File: config.mk
export PLATFORM = sky130hd
export DESIGN_NAME = reg_file_param
export DESIGN_NICKNAME = d
export VERILOG_FILES = /design/src/rtl/reg_file_pkg.sv /design/src/rtl/decoder_param.sv /design/src/rtl/reg_file_param.sv
export SDC_FILE = /design/constraint.sdc
export NUM_CORES = 1
export LEC_CHECK = 0
export CAP_MARGIN = 15
export CORE_ASPECT_RATIO = 0.5
export CORE_MARGIN = 4
export CORE_UTILIZATION = 55
export CTS_BUF_LIST = sky130_fd_sc_hd__clkbuf_4
export CTS_CLUSTER_SIZE = 30
export DETAILED_ROUTE_END_ITERATION = 12
export HOLD_SLACK_MARGIN = 0.08
export PLACE_DENSITY = 0.83
export SLEW_MARGIN = 20
export SYNTH_ARGS = -nofsm -noshare
export SYNTH_HDL_FRONTEND = slang
export SYNTH_HIERARCHICAL = 1
export SYNTH_SLANG_ARGS = --single-unit
File: constraint.sdc
create_clock -name clk -period 3.35 [get_ports clk]
set_clock_uncertainty 0.15 [all_clocks]
set_input_delay 0.67 -clock clk [delete_from_list [all_inputs] [get_ports clk]]
set_output_delay 0.67 -clock clk [all_outputs]
set_load 0.02 [all_outputs]
File: src/rtl/reg_file_pkg.sv
// Shared defaults and read-mode encodings for the parameterised register file.
package reg_file_pkg;

  localparam int DEFAULT_DATA_W = 16;
  localparam int DEFAULT_ADDR_W = 2;

  // Read-port modes selected by READ_REG
  localparam int READ_MODE_COMB = 0;
  localparam int READ_MODE_REG  = 1;

  // Number of registers addressed by an index of the given width
  function automatic int reg_count(input int addr_w);
    return 1 << addr_w;
  endfunction

endpackage

File: src/rtl/decoder_param.sv
// ADDR_W-to-2**ADDR_W one-hot decoder with enable; all outputs low when en=0.
module decoder_param #(
  parameter int ADDR_W = 2
) (
  input  logic                 en,
  input  logic [ADDR_W-1:0]    addr,
  output logic [2**ADDR_W-1:0] sel
);

  genvar gi;
  generate
    for (gi = 0; gi < 2**ADDR_W; gi++) begin : g_sel
      assign sel[gi] = en && (addr == ADDR_W'(gi));
    end
  endgenerate

endmodule

File: src/rtl/reg_file_param.sv
// Parameterised register file: one write port, two read ports, synchronous
// clear, optional hardwired-zero register 0 and optional registered reads.
module reg_file_param
  import reg_file_pkg::*;
#(
  parameter int DATA_W   = DEFAULT_DATA_W,
  parameter int ADDR_W   = DEFAULT_ADDR_W,
  parameter int READ_REG = READ_MODE_COMB,
  parameter int ZERO_REG = 0
) (
  input  logic              clk,
  input  logic              rst_n,
  input  logic              wr_en,
  input  logic [ADDR_W-1:0] wr_addr,
  input  logic [DATA_W-1:0] wr_data,
  input  logic              clr,
  input  logic              rd_req,
  input  logic [ADDR_W-1:0] rd_addr_a,
  input  logic [ADDR_W-1:0] rd_addr_b,
  output logic [DATA_W-1:0] rd_data_a,
  output logic [DATA_W-1:0] rd_data_b,
  output logic              rd_valid
);

  localparam int NREGS = reg_count(ADDR_W);

  logic [NREGS-1:0][DATA_W-1:0] regs_reg;
  logic [NREGS-1:0][DATA_W-1:0] regs_next;
  logic [NREGS-1:0]             wr_sel;
  logic                         wr_blocked;
  logic                         dec_en;

  // Writes to register 0 are dropped when it is hardwired to zero; since
  // reset and clr also zero it, register 0 then always reads back as 0.
  assign wr_blocked = (ZERO_REG != 0) && (wr_addr == '0);
  assign dec_en     = wr_en && !wr_blocked;

  decoder_param #(
    .ADDR_W(ADDR_W)
  ) u_dec (
    .en  (dec_en),
    .addr(wr_addr),
    .sel (wr_sel)
  );

  // regs_next is the post-edge content of every register; the registered
  // read path samples it directly, which gives write-first forwarding and
  // clear-returns-zero behaviour for free.
  genvar gi;
  generate
    for (gi = 0; gi < NREGS; gi++) begin : g_next
      assign regs_next[gi] = clr        ? '0      :
                             wr_sel[gi] ? wr_data : regs_reg[gi];
    end
  endgenerate

  // Register storage: clear has priority over the decoded write
  always_ff @(posedge clk or negedge rst_n) begin
    if (!rst_n) begin
      regs_reg <= '0;
    end else begin
      regs_reg <= regs_next;
    end
  end

  generate
    if (READ_REG == READ_MODE_REG) begin : g_rd_reg
      logic [DATA_W-1:0] rd_a_reg;
      logic [DATA_W-1:0] rd_b_reg;
      logic              rd_valid_reg;

      // Capture post-edge contents on a request, hold otherwise; valid is a
      // one-cycle echo of rd_req and is dropped by reset.
      always_ff @(posedge clk or negedge rst_n) begin
        if (!rst_n) begin
          rd_a_reg     <= '0;
          rd_b_reg     <= '0;
          rd_valid_reg <= 1'b0;
        end else begin
          rd_valid_reg <= rd_req;
          if (rd_req) begin
            rd_a_reg <= regs_next[rd_addr_a];
            rd_b_reg <= regs_next[rd_addr_b];
          end
        end
      end

      assign rd_data_a = rd_a_reg;
      assign rd_data_b = rd_b_reg;
      assign rd_valid  = rd_valid_reg;
    end else begin : g_rd_comb
      // rd_req has no meaning for combinational reads
      logic unused_rd_req;
      assign unused_rd_req = rd_req;

      assign rd_data_a = regs_reg[rd_addr_a];
      assign rd_data_b = regs_reg[rd_addr_b];
      assign rd_valid  = rst_n;
    end
  endgenerate

endmodule

Word level (Yosys, flattened, before mapping)
Cells that the tools add are included.
{ "op_classes": {"order_cmp": 2, "n_mux": 12, "n_eq_ne": 3, "n_reduce_logical": 9} }
{ "op_table": {"columns": ["operator", "n"], "rows": [
  ["16-bit 2-to-1 mux", 10],
  ["16-bit binary-select mux with 2-bit select", 2],
  ["2-bit nonzero test", 4],
  ["2-bit by 3-bit less-than comparator with 1-bit output (second input constant)", 2],
  ["2-bit == test (second input constant)", 2],
  ["1-bit logical AND", 4],
  ["2-bit by 1-bit == test with 1-bit output (second input constant)", 1],
  ["2-bit zero test", 1]
]} }
{ "totals": {"elab_cells": 30, "output_inout_bits": 33, "register_bits": 64, "input_bits": 27} }

Longest topological paths before layout
Gate-level depths: netlist (run 1).
{ "depth": {"ltp_word": 4, "ltp_mapped": 5, "ltp_nobuf": 3} }

Cells and area by module
The synthesis (run 1) kept the hierarchy.
{ "modules_own_cells": {"columns": ["module", "area_per_inst_um2", "cells_each", "n_inst"], "rows": [
  ["reg_file_param", 3415.8, 248, 1],
  ["decoder_param", 37.5, 4, 1]
]} }

Least setup slack after synthesis (run 1)
No wires, ideal clock.
{ "synth_timing": {"path_kind": "input to output", "startpoint": "input port rd_addr_a[0]", "endpoint": "output port rd_data_a[10]", "path_buffers": 2, "t_arrival_ps": 1493, "path_slack_ps": 1037, "path_stages": 3, "cell_sequence": "buf_6 -> buf_12 -> mux4_2"} }
{ "synth_between": {"elab_chain_cells": 2} }
{ "synth_rtl": {"columns": ["element", "line_no", "text"], "rows": [
  ["start: declaration", "reg_file_param.sv:18", "input logic [ADDR_W-1:0] rd_addr_a,"],
  ["16-bit binary-select mux with 2-bit select", "reg_file_param.sv:96", "assign rd_data_a = regs_reg[rd_addr_a];"],
  ["16-bit 2-to-1 mux (not written as such)", "reg_file_param.sv:96", null],
  ["end: declaration", "reg_file_param.sv:20", "output logic [DATA_W-1:0] rd_data_a,"]
]} }
Every way passes these cells. The select of a mux whose other input is x is not followed.

Worst setup path after layout (run 1)
{ "layout_timing": {"startpoint": "input port rd_addr_a[0]", "endpoint": "output port rd_data_a[14]"} }
The elaborated chain is that of the path after synthesis.

==> results_dict.tcl, run 1 <==
set metrics [dict create \
    status "complete, no violations" \
    htree_num_levels 3 \
    setup_viol 0 \
    rows 20 \
    wire_per_inst_um 18.8 \
    initial_core_util_pct 56.8 \
    cap_violations 0 \
    ys_seq_elements 64 \
    synthDistinctLibCells 14 \
    remaining_drc_errors 0 \
    drive_gt1_share_pct 14.6 \
    netlist_area_mm2 0.00345 \
    clock_path_buffers 2 \
    min_period_ns 3.30 \
    fin_crit_sh_pct 98.7 \
    grt_max_degree 65 \
    synth_area_leaders "dfrtp_1 (46%), mux2i_1 (19%), mux4_2 (13%)" \
    vias 2244 \
    yosysSeqAreaShare_pct 46.4 \
    fmax_ghz 0.303 \
    die-width_um 120 \
    yosys_warnings 6 \
    hpwl_mm 4.72 \
    total_power_mw 1.64 \
    crit_type "in2out" \
    final_cells 397 \
    die_y_um 64.0 \
    worstMarginPinSlew_ns 0.809 \
    synth_top_area_share_pct 46.4 \
    antenna_found_initial 0 \
    tns_ns 0 \
    firstDrtPassIters 4 \
    required_ns 2.53 \
    n_antenna_cell 0 \
    hold_slack_ns 0.293 \
    clockRootBuffer "clkbuf_4" \
    nNetsFinal 332 \
    final_cell_mix "mux2i_1 (64), nor2_1 (64), dfrtp_1 (64), clkdlybuf4s50_1 (46), mux4_2 (20)" \
    arrival_ns 2.48 \
    gr-total-overflow 0 \
    core-area_mm2 0.00608 \
    drv_slew 0 \
    syn-num-nets 279 \
    grt_pass1_wl_mm 12.7 \
    powerDensity_mw_per_mm2 385 \
    syn_to_final_growth_pct 23.2 \
    post_cts_buffers 0 \
    postPlaceCellArea_mm2 0.00408 \
    grt_pass1_vias 2473 \
    ir_drop_v 0.000207 \
    synth_top_cell_by_area "dfrtp_1" \
    rsz0062_at_grt "false" \
    power.leakage_nw 1.98 \
    clock_sinks 64 \
    grt_usage_pct 21.4 \
    place_inst 382 \
    slew_headroom_pct 46.1 \
    final_util_pct 70.0 \
    hold_path_class "in2async" \
    dieArea_mm2 0.00769 \
    wirelength_mm 7.47 \
    port_buffers 58 \
    postLayoutSetupSlackWorst_ns 0.0451 \
    hold_violations 0 \
    clkSlewWorstSetupHoldPaths_ns 0.10 \
    detail-route-antenna-nets 0 \
    syn_inst 252 \
    clk_latency_ns 0.40 \
    place_ws_ns -0.00312 \
    cp-end-kind "primary output" \
    drt_iter0_drc 135 \
    synth_area_per_cell_um2 13.7 \
    numCtsBuffers 9 \
    gp_congestion 0.743 \
    cts_tree "yes" \
    critPathLaunchType "input port" \
    largest_reg_flops 64 \
    critPathMaxFanout 16 \
    io_pins 60 \
    postLayoutCellArea_mm2 0.00425 \
    drt-vias-per-instance 5.65 \
]
final timing paths:
kind | from | endpoint | slack, ns | cells after the start
worst max-delay path | rd_addr_a[0] | rd_data_a[14] | 0.05 | 4
worst min-delay path | rst_n | regs_reg[50]$_DFFE_PN0P_ | 0.29 | 2
worst max register to register | regs_reg[12]$_DFFE_PN0P_ | regs_reg[12]$_DFFE_PN0P_ | 2.43 | 2
worst min register to register | regs_reg[19]$_DFFE_PN0P_ | regs_reg[19]$_DFFE_PN0P_ | 0.39 | 2
max in group asynchronous | rst_n | regs_reg[22]$_DFFE_PN0P_ | 2.21 | 2
min in group clk | regs_reg[19]$_DFFE_PN0P_ | regs_reg[19]$_DFFE_PN0P_ | 0.39 | 2
cells by family (layout without fill, tap and decap cells):
| kind of cell | count (synthesis) | after routing | synth area share, % |
|---|---|---|---|
| buffers and inverters | 24 | 81 | 4.86 |
| multiplexers | 96 | 96 | 40.7 |
| flip-flops | 64 | 64 | 46.4 |
| AND/OR/NAND/NOR | 68 | 68 | 8.04 |
power by group:
part / switching (mW) / internal (mW)
sequential: 0.0178 / 0.797
combinational: 0.132 / 0.131
clock: 0.260 / 0.302
layout make-up:
class	count	area, um^2
multi-input cells	164	1690
repair buffers	66	704
fillers	422	1830
well taps	88	110
clock inverters	5	72.6
flip-flops and latches	64	1600
clock buffers	10	75.1
synth_stat cells:
cell type	count
and3_2	1
and3b_1	2
buf_1	5
buf_12	2
buf_2	9
buf_4	5
buf_6	2
clkbuf_1	1
dfrtp_1	64
mux2i_1	64
mux4_1	12
mux4_2	20
nor2_1	64
nor3b_2	1
critical path: stages:
cell and delay, ns:
clkdlybuf4s50_1 0.50, buf_12 0.20, mux4_1 0.56, clkdlybuf4s50_1 0.55
metal layers:
layer / GRT usage [%] / vias up / part of all wire, %
met5: 0 / - / 0
met4: 5.42 / 0 / 0.54
met3: 5.31 / 4 / 4.3
met2: 37.3 / 45 / 52
met1: 27.3 / 1169 / 43
li1: - / 1026 / -
what timing repair did:
item                       4_1_cts  5_1_grt
hold buffers                     0        0
setup endpoints to repair        1        9
resized for setup                1        9
No activity file was read; power rests on OpenSTA's default activity.
==> run 2: changes to the inputs <==
Settings changed: CTS_CLUSTER_DIAMETER from default to 200.
==> results of run 2 <==
The final DEF is identical to that of run 1; final timing and power are the same.
